$ cat src/rtl/lsu_mem_stage_if.sv
// Data-memory bus between the LSU and the memory: req/gnt address phase,
// rvalid/rdata/err response phase, at most one request outstanding.
interface lsu_mem_stage_if;
  logic        data_req;
  logic        data_gnt;
  logic [31:0] data_addr;
  logic        data_we;
  logic [3:0]  data_be;
  logic [31:0] data_wdata;
  logic        data_rvalid;
  logic [31:0] data_rdata;
  logic        data_err;

  modport master (
    output data_req,
    output data_addr,
    output data_we,
    output data_be,
    output data_wdata,
    input  data_gnt,
    input  data_rvalid,
    input  data_rdata,
    input  data_err
  );

  modport slave (
    input  data_req,
    input  data_addr,
    input  data_we,
    input  data_be,
    input  data_wdata,
    output data_gnt,
    output data_rvalid,
    output data_rdata,
    output data_err
  );
endinterface

$ cat src/rtl/lsu_mem_stage.sv
// MEM pipeline stage with a single-outstanding load/store unit: issues one bus
// access, aligns/extends load data and registers the merged result into WB.
module lsu_mem_stage #(
  parameter int TAG_WIDTH = 4
) (
  input  logic                 clk,
  input  logic                 reset_n,
  input  logic                 flush_M,
  input  logic                 ready_wb,
  output logic                 ready_mem,
  input  logic                 lsu_en_mem,
  input  logic                 lsu_op_mem,
  input  logic [2:0]           lsu_dtype_mem,
  input  logic [31:0]          lsu_addr_mem,
  input  logic [31:0]          lsu_wdata_mem,
  input  logic                 rd_wr_en_mem,
  input  logic [TAG_WIDTH-1:0] rd_wr_tag_mem,
  input  logic [4:0]           rd_wr_addr_mem,
  input  logic [31:0]          rd_wr_data_mem,
  input  logic [31:0]          pc_mem,
  input  logic                 exc_taken_mem,
  lsu_mem_stage_if.master      data_bus,
  output logic                 forward_mem_en,
  output logic [TAG_WIDTH-1:0] forward_mem_tag,
  output logic [4:0]           forward_mem_addr,
  output logic [31:0]          forward_mem_wdata,
  output logic                 rd_wr_en_wb,
  output logic [TAG_WIDTH-1:0] rd_wr_tag_wb,
  output logic [4:0]           rd_wr_addr_wb,
  output logic [31:0]          rd_wr_data_wb,
  output logic [31:0]          pc_wb,
  output logic                 exc_taken_wb,
  output logic [3:0]           lsu_exc_cause_wb
);

  typedef enum logic [1:0] {IDLE, WAIT_GNT, WAIT_RVALID} state_t;

  localparam logic [2:0] DT_B  = 3'b000;
  localparam logic [2:0] DT_H  = 3'b001;
  localparam logic [2:0] DT_W  = 3'b010;
  localparam logic [2:0] DT_BU = 3'b100;
  localparam logic [2:0] DT_HU = 3'b101;

  state_t      state_reg;
  logic        flushed_reg;
  logic [31:0] req_addr_reg;
  logic        req_we_reg;
  logic [3:0]  req_be_reg;
  logic [31:0] req_wdata_reg;
  logic [2:0]  req_dtype_reg;
  logic        resp_held_reg;
  logic [31:0] resp_rdata_reg;
  logic        resp_err_reg;

  logic        misaligned;
  logic        access;
  logic        in_idle;
  logic        access_pending;
  logic        rvalid_eff;
  logic [31:0] rdata_eff;
  logic        err_eff;
  logic        complete;
  logic        kill;
  logic        is_load;
  logic        is_store;
  logic        bus_err;
  logic        exc_next;
  logic [3:0]  cause_next;
  logic [31:0] wb_data_next;
  logic [3:0]  be_cur;
  logic [31:0] wdata_cur;
  logic [7:0]  sel_byte;
  logic [15:0] sel_half;
  logic [31:0] load_ext;
  logic [7:0]  lane_byte [4];

  // dtype[1:0] encodes the access size; dtype[2] only selects zero-extension
  always_comb begin
    misaligned = 1'b0;
    be_cur     = 4'hF;
    wdata_cur  = lsu_wdata_mem;
    case (lsu_dtype_mem[1:0])
      2'b00: begin
        be_cur    = 4'b0001 << lsu_addr_mem[1:0];
        wdata_cur = {4{lsu_wdata_mem[7:0]}};
      end
      2'b01: begin
        misaligned = lsu_en_mem & lsu_addr_mem[0];
        be_cur     = 4'b0011 << lsu_addr_mem[1:0];
        wdata_cur  = {2{lsu_wdata_mem[15:0]}};
      end
      default: begin
        misaligned = lsu_en_mem & (|lsu_addr_mem[1:0]);
      end
    endcase
  end

  assign access         = lsu_en_mem & ~exc_taken_mem & ~misaligned & ~flush_M;
  assign in_idle        = (state_reg == IDLE);
  assign access_pending = in_idle ? access : 1'b1;

  // A response that arrived while WB was stalled is parked until WB accepts it
  assign rvalid_eff = (state_reg == WAIT_RVALID) & (data_bus.data_rvalid | resp_held_reg);
  assign rdata_eff  = resp_held_reg ? resp_rdata_reg : data_bus.data_rdata;
  assign err_eff    = resp_held_reg ? resp_err_reg : data_bus.data_err;

  assign ready_mem = ready_wb & (~access_pending | rvalid_eff);
  assign complete  = rvalid_eff & ready_wb;

  // Address phase comes straight from EX in IDLE, then from the latched copy
  assign data_bus.data_req   = in_idle ? access : (state_reg == WAIT_GNT);
  assign data_bus.data_addr  = in_idle ? {lsu_addr_mem[31:2], 2'b00} : {req_addr_reg[31:2], 2'b00};
  assign data_bus.data_we    = in_idle ? lsu_op_mem : req_we_reg;
  assign data_bus.data_be    = in_idle ? be_cur : req_be_reg;
  assign data_bus.data_wdata = in_idle ? wdata_cur : req_wdata_reg;

  always_ff @(posedge clk or negedge reset_n) begin
    if (!reset_n) begin
      state_reg      <= IDLE;
      flushed_reg    <= 1'b0;
      req_addr_reg   <= '0;
      req_we_reg     <= 1'b0;
      req_be_reg     <= '0;
      req_wdata_reg  <= '0;
      req_dtype_reg  <= '0;
      resp_held_reg  <= 1'b0;
      resp_rdata_reg <= '0;
      resp_err_reg   <= 1'b0;
    end else begin
      case (state_reg)
        IDLE: begin
          if (access) begin
            req_addr_reg  <= lsu_addr_mem;
            req_we_reg    <= lsu_op_mem;
            req_be_reg    <= be_cur;
            req_wdata_reg <= wdata_cur;
            req_dtype_reg <= lsu_dtype_mem;
            state_reg     <= data_bus.data_gnt ? WAIT_RVALID : WAIT_GNT;
          end
        end
        WAIT_GNT: begin
          if (data_bus.data_gnt) begin
            state_reg <= WAIT_RVALID;
          end
        end
        WAIT_RVALID: begin
          if (complete) begin
            state_reg     <= IDLE;
            resp_held_reg <= 1'b0;
          end else if (data_bus.data_rvalid) begin
            resp_held_reg  <= 1'b1;
            resp_rdata_reg <= data_bus.data_rdata;
            resp_err_reg   <= data_bus.data_err;
          end
        end
        default: state_reg <= IDLE;
      endcase

      // A killed access still runs to its response, which is then dropped
      if (complete) begin
        flushed_reg <= 1'b0;
      end else if (flush_M && !in_idle) begin
        flushed_reg <= 1'b1;
      end
    end
  end

  generate
    for (genvar gi = 0; gi < 4; gi++) begin : g_lane
      assign lane_byte[gi] = rdata_eff[8*gi +: 8];
    end
  endgenerate

  always_comb begin
    sel_byte = lane_byte[req_addr_reg[1:0]];
    sel_half = req_addr_reg[1] ? rdata_eff[31:16] : rdata_eff[15:0];
    case (req_dtype_reg)
      DT_B:    load_ext = {{24{sel_byte[7]}}, sel_byte};
      DT_H:    load_ext = {{16{sel_half[15]}}, sel_half};
      DT_BU:   load_ext = {24'h0, sel_byte};
      DT_HU:   load_ext = {16'h0, sel_half};
      DT_W:    load_ext = rdata_eff;
      default: load_ext = rdata_eff;
    endcase
  end

  assign is_load      = lsu_en_mem & ~lsu_op_mem;
  assign is_store     = lsu_en_mem & lsu_op_mem;
  assign kill         = flush_M | flushed_reg;
  assign bus_err      = rvalid_eff & err_eff;
  assign exc_next     = exc_taken_mem | misaligned | bus_err;
  assign wb_data_next = is_load ? load_ext : rd_wr_data_mem;

  // An earlier-stage exception carries its own cause, so it reports 0 here
  always_comb begin
    cause_next = 4'd0;
    if (!exc_taken_mem) begin
      if (misaligned) begin
        cause_next = is_store ? 4'd6 : 4'd4;
      end else if (bus_err) begin
        cause_next = is_store ? 4'd7 : 4'd5;
      end
    end
  end

  assign forward_mem_en    = rd_wr_en_mem & ~kill & ~exc_next &
                             (~is_load | (rvalid_eff & ~err_eff));
  assign forward_mem_tag   = rd_wr_tag_mem;
  assign forward_mem_addr  = rd_wr_addr_mem;
  assign forward_mem_wdata = wb_data_next;

  always_ff @(posedge clk or negedge reset_n) begin
    if (!reset_n) begin
      rd_wr_en_wb      <= 1'b0;
      rd_wr_tag_wb     <= '0;
      rd_wr_addr_wb    <= '0;
      rd_wr_data_wb    <= '0;
      pc_wb            <= '0;
      exc_taken_wb     <= 1'b0;
      lsu_exc_cause_wb <= '0;
    end else if (ready_wb) begin
      pc_wb         <= pc_mem;
      rd_wr_tag_wb  <= rd_wr_tag_mem;
      rd_wr_addr_wb <= rd_wr_addr_mem;
      rd_wr_data_wb <= wb_data_next;
      if (ready_mem && !kill) begin
        rd_wr_en_wb      <= rd_wr_en_mem & ~exc_next;
        exc_taken_wb     <= exc_next;
        lsu_exc_cause_wb <= cause_next;
      end else begin
        rd_wr_en_wb      <= 1'b0;
        exc_taken_wb     <= 1'b0;
        lsu_exc_cause_wb <= 4'd0;
      end
    end
  end

endmodule

$ cat src/flat_wrapper.sv
// flat-port wrapper written by rule: the top's interface ports become plain ports
module lsu_mem_stage_flat 
#(
  parameter int TAG_WIDTH = 4
)
  (clk, reset_n, flush_M, ready_wb, ready_mem, lsu_en_mem, lsu_op_mem, lsu_dtype_mem, lsu_addr_mem, lsu_wdata_mem, rd_wr_en_mem, rd_wr_tag_mem, rd_wr_addr_mem, rd_wr_data_mem, pc_mem, exc_taken_mem, forward_mem_en, forward_mem_tag, forward_mem_addr, forward_mem_wdata, rd_wr_en_wb, rd_wr_tag_wb, rd_wr_addr_wb, rd_wr_data_wb, pc_wb, exc_taken_wb, lsu_exc_cause_wb, data_bus_data_req, data_bus_data_addr, data_bus_data_we, data_bus_data_be, data_bus_data_wdata, data_bus_data_gnt, data_bus_data_rvalid, data_bus_data_rdata, data_bus_data_err);
  lsu_mem_stage_if data_bus_i ();
  input  logic clk;
  input  logic reset_n;
  input  logic flush_M;
  input  logic ready_wb;
  output logic ready_mem;
  input  logic lsu_en_mem;
  input  logic lsu_op_mem;
  input  logic [2:0] lsu_dtype_mem;
  input  logic [31:0] lsu_addr_mem;
  input  logic [31:0] lsu_wdata_mem;
  input  logic rd_wr_en_mem;
  input  logic [TAG_WIDTH-1:0] rd_wr_tag_mem;
  input  logic [4:0] rd_wr_addr_mem;
  input  logic [31:0] rd_wr_data_mem;
  input  logic [31:0] pc_mem;
  input  logic exc_taken_mem;
  output logic forward_mem_en;
  output logic [TAG_WIDTH-1:0] forward_mem_tag;
  output logic [4:0] forward_mem_addr;
  output logic [31:0] forward_mem_wdata;
  output logic rd_wr_en_wb;
  output logic [TAG_WIDTH-1:0] rd_wr_tag_wb;
  output logic [4:0] rd_wr_addr_wb;
  output logic [31:0] rd_wr_data_wb;
  output logic [31:0] pc_wb;
  output logic exc_taken_wb;
  output logic [3:0] lsu_exc_cause_wb;
  output wire logic [$bits(data_bus_i.data_req)-1:0] data_bus_data_req;
  output wire logic [$bits(data_bus_i.data_addr)-1:0] data_bus_data_addr;
  output wire logic [$bits(data_bus_i.data_we)-1:0] data_bus_data_we;
  output wire logic [$bits(data_bus_i.data_be)-1:0] data_bus_data_be;
  output wire logic [$bits(data_bus_i.data_wdata)-1:0] data_bus_data_wdata;
  input wire logic [$bits(data_bus_i.data_gnt)-1:0] data_bus_data_gnt;
  input wire logic [$bits(data_bus_i.data_rvalid)-1:0] data_bus_data_rvalid;
  input wire logic [$bits(data_bus_i.data_rdata)-1:0] data_bus_data_rdata;
  input wire logic [$bits(data_bus_i.data_err)-1:0] data_bus_data_err;
  assign data_bus_data_req = data_bus_i.data_req;
  assign data_bus_data_addr = data_bus_i.data_addr;
  assign data_bus_data_we = data_bus_i.data_we;
  assign data_bus_data_be = data_bus_i.data_be;
  assign data_bus_data_wdata = data_bus_i.data_wdata;
  assign data_bus_i.data_gnt = data_bus_data_gnt;
  assign data_bus_i.data_rvalid = data_bus_data_rvalid;
  assign data_bus_i.data_rdata = data_bus_data_rdata;
  assign data_bus_i.data_err = data_bus_data_err;
  lsu_mem_stage #(.TAG_WIDTH(TAG_WIDTH)) u_core (.clk(clk), .reset_n(reset_n), .flush_M(flush_M), .ready_wb(ready_wb), .ready_mem(ready_mem), .lsu_en_mem(lsu_en_mem), .lsu_op_mem(lsu_op_mem), .lsu_dtype_mem(lsu_dtype_mem), .lsu_addr_mem(lsu_addr_mem), .lsu_wdata_mem(lsu_wdata_mem), .rd_wr_en_mem(rd_wr_en_mem), .rd_wr_tag_mem(rd_wr_tag_mem), .rd_wr_addr_mem(rd_wr_addr_mem), .rd_wr_data_mem(rd_wr_data_mem), .pc_mem(pc_mem), .exc_taken_mem(exc_taken_mem), .data_bus(data_bus_i), .forward_mem_en(forward_mem_en), .forward_mem_tag(forward_mem_tag), .forward_mem_addr(forward_mem_addr), .forward_mem_wdata(forward_mem_wdata), .rd_wr_en_wb(rd_wr_en_wb), .rd_wr_tag_wb(rd_wr_tag_wb), .rd_wr_addr_wb(rd_wr_addr_wb), .rd_wr_data_wb(rd_wr_data_wb), .pc_wb(pc_wb), .exc_taken_wb(exc_taken_wb), .lsu_exc_cause_wb(lsu_exc_cause_wb));
endmodule
$ cat config.mk
export PLATFORM = sky130hd
export DESIGN_NAME = lsu_mem_stage_flat
export DESIGN_NICKNAME = d
export VERILOG_FILES = /design/src/rtl/lsu_mem_stage_if.sv /design/src/rtl/lsu_mem_stage.sv /design/src/flat_wrapper.sv
export SDC_FILE = /design/constraint.sdc
export NUM_CORES = 1
export LEC_CHECK = 0
export BUFFER_PORTS_ARGS = -buffer_cell sky130_fd_sc_hd__buf_2
export CAP_MARGIN = 20
export CORE_ASPECT_RATIO = 0.6
export CORE_MARGIN = 10
export CORE_UTILIZATION = 25
export CTS_BUF_LIST = sky130_fd_sc_hd__clkbuf_8
export CTS_CLUSTER_DIAMETER = 150
export CTS_CLUSTER_SIZE = 30
export DETAILED_ROUTE_END_ITERATION = 10
export SYNTH_ARGS = -nofsm -noshare
export SYNTH_HDL_FRONTEND = slang
export SYNTH_SLANG_ARGS = --single-unit
$ cat constraint.sdc
create_clock -name clk -period 5.5 [get_ports clk]
set_input_delay 0.55 -clock clk [delete_from_list [all_inputs] [get_ports clk]]
set_output_delay 0.55 -clock clk [all_outputs]
set_load 0.05 [all_outputs]
After elaboration in Yosys (flattened, before gate mapping) --
Cells that the tools add are included. W data, S select, Z words.
Storage, ports and cells: register bits after elaboration 188, output and inout port bits 192, word-level logic and storage cells 110
Cells by class: $lt $le $gt $ge 1, eq/ne operators 9, shifts and indexed selects 2, mux-type cells 34, bitwise gates (word level) 33, reductions and logical operators 14
Operators with widths (count):
- $mux W32 | 4
- $pmux W32 S4 | 1
- $pmux W32 S2 | 1
- $mux W4 | 5
- $and A1 B1 Y1 | 16
- $bmux W8 S2 | 1
- $mux W16 | 1
- $mux W8 | 2
- $mux W2 | 6
- $mux W1 | 10
- $not A1 Y1 | 10
- $pmux W4 S2 | 1
- $eq A3 B3 Y1 const B | 2
- $or A1 B1 Y1 | 6
- $pmux W2 S3 | 1
- $reduce_and A3 Y1 | 2
- $eq A2 B1 Y1 const B | 2
- $logic_not A2 Y1 | 2
- $ne A2 B1 Y1 const B | 2
- $reduce_and A2 Y1 | 2
- $reduce_bool A2 Y1 | 2
- $shl A1 B2 Y4 const A | 1
- $shl A2 B2 Y4 const A | 1
- $eq A3 B1 Y1 const B | 1
- other kinds (9) | 11

Logic depth before layout (Yosys ltp) --
Gate-level depths: netlist of the first run.
depth after elaboration 12, depth in mapped cells 7

Least setup slack after synthesis of the first run --
No wires, ideal clock.
path kind input to output, from input lsu_addr_mem[0], to output forward_mem_en, arrival 2.979 ns, path slack 1.971 ns, stages on the path 4, path through o21a_1 o21a_1 or4b_1 nor4_1
On the way: word-level cells in the longest chain between the ends 8, elaborated cells on any way between the ends 9, classes of those cells mux: 1; bitwise: 7; reduce/logical: 1
RTL lines:
- from (decl) | line flat_wrapper.sv:16 | input logic [31:0] lsu_addr_mem;
- $reduce_or A2 Y1 | line lsu_mem_stage.sv:93 | misaligned = lsu_en_mem & (|lsu_addr_mem[1:0]);
- $and A1 B1 Y1 | line lsu_mem_stage.sv:93
- $pmux W1 S2 * | line lsu_mem_stage.sv:82 | case (lsu_dtype_mem[1:0])
- $or A1 B1 Y1 * (2 in series) | line lsu_mem_stage.sv:191 | assign exc_next = exc_taken_mem | misaligned | bus_err;
- $not A1 Y1 * | line lsu_mem_stage.sv:206 | assign forward_mem_en = rd_wr_en_mem & ~kill & ~exc_next &
- $and A1 B1 Y1 * (2 in series) | line lsu_mem_stage.sv:206
- to (decl) | line flat_wrapper.sv:24 | output logic forward_mem_en;
Every way passes the cells marked *; elsewhere a longest branch is shown, timed or not.

Final worst setup path of the first run --
from register u_core.resp_held_reg, to output forward_mem_wdata[19]
On the way: word-level cells in the longest chain between the ends 6, elaborated cells on any way between the ends 7, classes of those cells mux: 7
RTL lines:
- from (decl) | line lsu_mem_stage.sv:51 | logic resp_held_reg;
- from (signal assigned) | line lsu_mem_stage.sv:126 | resp_held_reg <= 1'b0;
- from (signal assigned) | line lsu_mem_stage.sv:149 | resp_held_reg <= 1'b0;
- from (signal assigned) | line lsu_mem_stage.sv:151 | resp_held_reg <= 1'b1;
- $mux W32 * | line lsu_mem_stage.sv:104 | assign rdata_eff = resp_held_reg ? resp_rdata_reg : data_bus.data_rdata;
- $bmux W8 S2 | line lsu_mem_stage.sv:175 | sel_byte = lane_byte[req_addr_reg[1:0]];
- $mux W8 (implied by the code) (2 in series) | line lsu_mem_stage.sv:175
- $pmux W32 S4 * | line lsu_mem_stage.sv:177 | case (req_dtype_reg)
- $mux W32 * | line lsu_mem_stage.sv:192 | assign wb_data_next = is_load ? load_ext : rd_wr_data_mem;
- to (decl) | line flat_wrapper.sv:27 | output logic [31:0] forward_mem_wdata;
Every way passes the cells marked *; elsewhere a longest branch is shown, timed or not. The select of a mux whose other input is x is not followed.

==> run summary, run 1 <==
RSZ-0062 raised after global routing - no
CTS Sinks - 187
Syn Inst Count - 994
Pre-antenna DRT Iters - 5
GRT Residual Overflow - 0
final WL - 37.5 mm
R2R depth - 6
Worst R2R End - u_core.req_addr_reg[14]
fin crit period - 3930 ps
Via density - 4.69
root buffer cell - clkbuf_8
Required @ worst endpoint - 4950 ps
share of cells above drive strength 1 - 0.454
pin count of the biggest net entering global routing - 104
Routability Congestion - 0.877
Finished Core Util - 0.319
CTS tree - yes
Fin. Hold Viols - 0
status - finished clean
Worst-Skew Late Latency - 500 ps
Least-Margin Pin Slew - 1130 ps
Yosys reg bits - 187
Final Max Tran Viols - 0
drt drc - 0
core box area - 0.0405 mm2
Cell variety after synth - 43
crit path DAT - 3380 ps
final setup vio count - 0
number of enable flip-flop cells after synthesis - 0
Rel. slew slack - 0.247
Syn Area/Cell - 10.3 um2
initial antenna violation count - 7
pwr dens - 580 mW/mm2
Setup Skew - 28.6 ps
die height - 177 um
Vias - 8746
die area - 0.0498 mm2
antenna viol nets, final - 0
Max Fclk - 254 MHz
HP Class - primary input to async pin
Post-synth top flop - dfrtp_1
asr flop ratio synth - 1.00
top cell type's share of synthesized area - 0.456
Crit Reg-Reg Startpoint - u_core.state_reg[1]
DR iter-0 viols - 590
number of core rows - 57
# Post-CTS Setup Buffers - 0
Final period util - 0.715
Detailed Place HPWL - 28.6 mm
Synth area leaders - dfrtp_1 46%, mux2_2 16%, mux2i_1 8.2%
area of placed instances - 0.0125 mm2
Die Width - 282 um
Max Cap Violations - 0
synthesis-to-layout area growth - 25.9%
# resized after CTS - 0
H-tree lvl count - 4
Total GRT Usage - 0.147
drt wl/cell - 20.2 um
post-synth top area cell - dfrtp_1
FF-to-FF setup slack - 2840 ps
Final Cell Area - 0.0129 mm2
Synth Cell Area - 0.0103 mm2
CP max FO - 19
port buffer count - 371
Total Neg Setup Slack - 0 ps
post-synthesis sequential area ratio - 0.456
Clock Pin Slew Worst Setup and Hold Paths - 110 ps
deepest clock path buffer count - 2
Leakage - 0.00605 uW
Post-CTS Hold Fix Bufs - 0
vias in the first global route - 9112
io pins - 375
total CTS buffers - 17
Starting Density - 0.253
synth warn - 0
crit path kind - flop to output port
worst hold margin - 144 ps
nets - 1499
Power Total - 7490 uW
Worst Setup SP - u_core.resp_held_reg
worst vdd ir - 0.000290 V
Worst Setup Start Kind - flop
Setup crit end kind - output port
global-route wire length before repair - 56.6 mm
-- where the power goes --
| group | internal (uW) | leakage (uW) | total, uW | switching [uW] |
|---|---|---|---|---|
| combinational | 1310 | 0.00366 | 4280 | 2970 |
| sequential | 1860 | 0.00219 | 2230 | 369 |
| clock | 388 | 0.000193 | 981 | 593 |
-- worst max-delay path: stages (launching register included) --
cell     delay, ps
dfrtp_2        650
mux4_2         630
a31o_2         270
nor2_2         880
a21oi_1        180
buf_2          280
-- routing by layer --
| metal | routed length [um] | GRT usage |
|---|---|---|
| met5 | 13 | 0 |
| met4 | 499 | 0.0358 |
| met3 | 2350 | 0.0411 |
| met2 | 17900 | 0.237 |
| met1 | 16800 | 0.192 |
-- area by class of cell --
class	count	area, um2
Antenna cell	3	7.51
Clock buffer	18	248
Clock inverter	14	153
Fill cell	4252	27600
Inverter	35	131
Multi-Input combinational cell	693	5060
Sequential cell	187	4680
Tap cell	531	664
Timing Repair Buffer	382	1980
-- worst max-delay path by stage --
| stage | endpoint | cells after the start |
|---|---|---|
| after floorplan | forward_mem_en | 4 |
| after global placement | forward_mem_wdata[26] | 5 |
| after detailed placement | forward_mem_wdata[19] | 5 |
| after CTS | forward_mem_wdata[19] | 5 |
| after global routing | forward_mem_wdata[23] | 5 |
| final | forward_mem_wdata[19] | 5 |
-- through the flow --
stage,std cells,setup slack [ps]
floorplan,996,1970
global placement,1828,2150
detailed placement,1828,2080
CTS,1860,1480
global route,1862,1400
finish,1863,1570
-- Yosys cell counts (all sizes together) (9+ instances only) --
library cell and number:
inv 35, a31oi 18, o21ai 37, nor2 72, dfrtp 187, nand3b 9
clkbuf 36, mux2i 84, a21oi 46, a221oi 25, o22ai 18, mux2 150
or2 10, mux4 10, buf 45, nand2 175
-- placed cells by master, fill, tap and decap left out, types with 9 or more instances in the layout --
cell type	synthesis	final
a221oi_1	14	14
mux2i_1	84	84
a21oi_1	46	46
buf_2	14	369
mux4_2	10	10
nand3b_1	9	9
a221oi_2	10	10
o21ai_0	37	37
dfrtp_1	187	185
o22ai_1	18	18
nor2_1	71	69
inv_1	35	35
mux2_2	150	150
or2_2	9	9
nand2_1	175	175
buf_4	18	10
a31oi_1	18	18
clkbuf_8	0	19
-- kinds of logic after synthesis --
logic type	count (synthesis)	share of synthesized area
flops	187	0.456
other cells	1	0.000365
simple gates	292	0.122
mux	244	0.268
compound gates	154	0.0996
buf+inv	116	0.0536
(Power assumes the default switching activity.)
==> inputs of run 2 (changes only) <==
ABC_AREA = 1   (was unset)
clock period = 3.6 ns   (was 5.5 ns; I/O delays follow)
==> run 2 against run 1 <==
Against the previous run:
- die area up 1.8%
- synthesized area is 2.0% higher
- worst hold slack got worse by 80 ps
- cell count is 27% higher
- core utilization up 0.41 points
==> run summary, run 2 <==
Setup crit end kind - output port
DP Cell Count - 2328 (+27%)
# resized after CTS - 0 (unchanged)
Final period util - 0.928
CP bufs+invs - 3 (+2)
number of core rows - 57 (unchanged)
CP max-delay cell - dfrtp_1
top cell type's share of synthesized area - 0.447 (-0.00883)
CTS tree - yes
Least-Margin Pin Slew - 967 ps (-160 ps)
pwr dens - 648 mW/mm2 (+12%)
number of enable flip-flop cells after synthesis - 0 (unchanged)
Total GRT Usage - 0.150 (+0.00294)
Crit Reg-Reg Startpoint - u_core.req_dtype_reg[1]
Vias - 10510 (+20%)
root buffer cell - clkbuf_8
max incr delay on CP - 710 ps (-170 ps)
CTS Sinks - 187 (unchanged)
Setup Skew - 16.1 ps (-12.5 ps)
CP max FO - 31 (+12)
synth warn - 0 (unchanged)
crit path kind - flop to output port
Worst-Skew Late Latency - 500 ps (about the same)
most frequent cells in the layout - 601 x nand2_1, 370 x buf_2, 187 x dfrtp_1
hold path cells - 3
io pins - 375 (unchanged)
HP Class - primary input to flop
Fin. Hold Viols - 0 (unchanged)
pin count of the biggest net entering global routing - 93 (-11%)
vias in the first global route - 10301 (+13%)
Hold Path End - u_core.pc_wb[12]
initial antenna violation count - 12 (+5)
Synth area leaders - dfrtp_1 45%, nand2_1 22%, o21ai_0 8.5%
global-route wire length before repair - 59.7 mm (+5.5%)
deepest clock path buffer count - 2 (unchanged)
nets - 1976 (+32%)
Rel. slew slack - 0.354 (+0.107)
Yosys reg bits - 187 (unchanged)
Final Max Tran Viols - 0 (unchanged)
Leakage - 0.00729 uW (+21%)
Routability Congestion - 0.899 (+2.5%)
Required @ worst endpoint - 3240 ps (-1710 ps)
RSZ-0062 raised after global routing - no
status - finished clean
drt wl/cell - 16.5 um (-18%)
die area - 0.0507 mm2 (+1.8%)
share of cells above drive strength 1 - 0.268 (-0.186)
Power Total - 8560 uW (+14%)
Max Cap Violations - 0 (unchanged)
Finished Core Util - 0.323 (+0.00407)
Final Non-Filler Cells - 2373 (+27%)
post-synthesis sequential area ratio - 0.447 (-0.00883)
H-tree lvl count - 4 (unchanged)
antenna viol nets, final - 0 (unchanged)
post-synth top area cell - dfrtp_1
Post-synth top flop - dfrtp_1
worst path cell trace - inv_1 > nor2_1 > nor2_1 > nand2_1 > inv_1 > a21boi_0 > buf_2
CP top delay family - buffers and inverters
met1 usage - 0.191 (-0.000901)
Pre-antenna DRT Iters - 5 (unchanged)
Worst R2R End - u_core.rd_wr_data_wb[11]
asr flop ratio synth - 1.00 (unchanged)
R2R depth - 8 (+2)
synthesis-to-layout area growth - 26.2%
crit path DAT - 2980 ps (-400 ps)
die height - 178 um (+0.87%)
Syn Inst Count - 1473 (+48%)
FF-to-FF setup slack - 1460 ps (-1380 ps)
final WL - 39.1 mm (+4.2%)
Detailed Place HPWL - 30.0 mm (+5.1%)
Max Fclk - 299 MHz
worst hold margin - 63.9 ps (-79.7 ps)
Worst Setup Start Kind - flop
Hold Startpoint - pc_mem[12]
most common cell in the netlist - nand2_1
GRT met3 Usage - 0.0459 (+0.00479)
Starting Density - 0.256 (+0.00275)
met2 Usage GRT - 0.238 (+0.00176)
Synth Cell Area - 0.0105 mm2 (+2.0%)
worst vdd ir - 0.000268 V (-7.4%)
total CTS buffers - 17 (unchanged)
fin crit period - 3340 ps
gr busiest metal - met2
top post-synthesis cells by count - 601 x nand2_1, 187 x dfrtp_1, 178 x o21ai_0, 150 x inv_1, 83 x nand3_1
GRT Residual Overflow - 0 (unchanged)
# Post-CTS Setup Buffers - 0 (unchanged)
Clock Pin Slew Worst Setup and Hold Paths - 120 ps (about the same)
Cell variety after synth - 32 (-26%)
final setup vio count - 0 (unchanged)
port buffer count - 371 (unchanged)
Die Width - 284 um (+0.91%)
Via density - 4.43 (-5.7%)
Syn Area/Cell - 7.11 um2 (-31%)
Post-CTS Hold Fix Bufs - 4 (+4)
core box area - 0.0409 mm2 (+0.88%)
commonest non-fill, non-tap cell in the layout - nand2_1
Total Neg Setup Slack - 0 ps (unchanged)
DR iter-0 viols - 834 (+41%)
drt drc - 0 (unchanged)
==> run 2: changes by cell type after synthesis, moves of 34 or more <==
cell | before | now
a21oi_1 | 46 | 12
inv_1 | 35 | 150
mux2_2 | 150 | 11
mux2i_1 | 84 | 0
nand2_1 | 175 | 601
nand3_1 | 2 | 83
o21ai_0 | 37 | 178
==> run 2: final cells by class <==
class,count,area [um2]
diodes,7,17.5
clock buffers,17,234
clock inverters,15,218
fillers,4473,27700
inverters,156,588
multi-input cells,1036,4670
flip-flops and latches,187,4680
well taps,560,701
repair buffers,395,2100
==> run 2: per-stage QoR <==
stage / setup WS [ps] / cell area [um2]
after floorplan: 983 / 10500
after global placement: 863 / 12700
after detailed placement: 844 / 12700
after CTS: 240 / 13200
after global routing: 79.2 / 13200
final: 260 / 13200
==> run 2: per-layer routing <==
metal | wire, um | vias up
met2 | 18000 | 333
li1 | - | 5233
met1 | 17400 | 4896
met5 | 28 | -
met3 | 2770 | 42
met4 | 896 | 6
==> run 2: worst max-delay path by stage <==
stage                             from              endpoint  slack (ps)  cells past startpoint
2_1_floorplan     u_core.resp_held_reg  forward_mem_wdata[0]         980                      8
3_3_place_gp   u_core.req_dtype_reg[1]  forward_mem_wdata[0]         860                      7
3_5_place_dp   u_core.req_dtype_reg[1]  forward_mem_wdata[1]         840                      7
4_1_cts        u_core.req_dtype_reg[1]  forward_mem_wdata[1]         240                      7
5_1_grt        u_core.req_dtype_reg[1]  forward_mem_wdata[1]          80                      7
6_report       u_core.req_dtype_reg[1]  forward_mem_wdata[1]         260                      7
==> run 2: cells by family after synthesis <==
family / after synthesis / share of synthesized area
AOI/OAI and AO/OA: 246 / 0.125
buffers and inverters: 252 / 0.108
DFF: 187 / 0.447
muxes: 11 / 0.0118
other: 1 / 0.000358
and+or+nand+nor: 776 / 0.307
==> run 2: report_power, final <==
group	internal [uW]	leakage (uW)	switching [uW]
logic	1010	0.00476	3000
registers	2640	0.00230	252
clock network	729	0.000228	929
total	4380	0.00729	4180
==> run 2: worst min-delay path, delay by kind of cell <==
| kind | cells | cell delay [ps] |
|---|---|---|
| and+or+nand+nor | 2 | 90 |
| buffers and inverters | 1 | 70 |
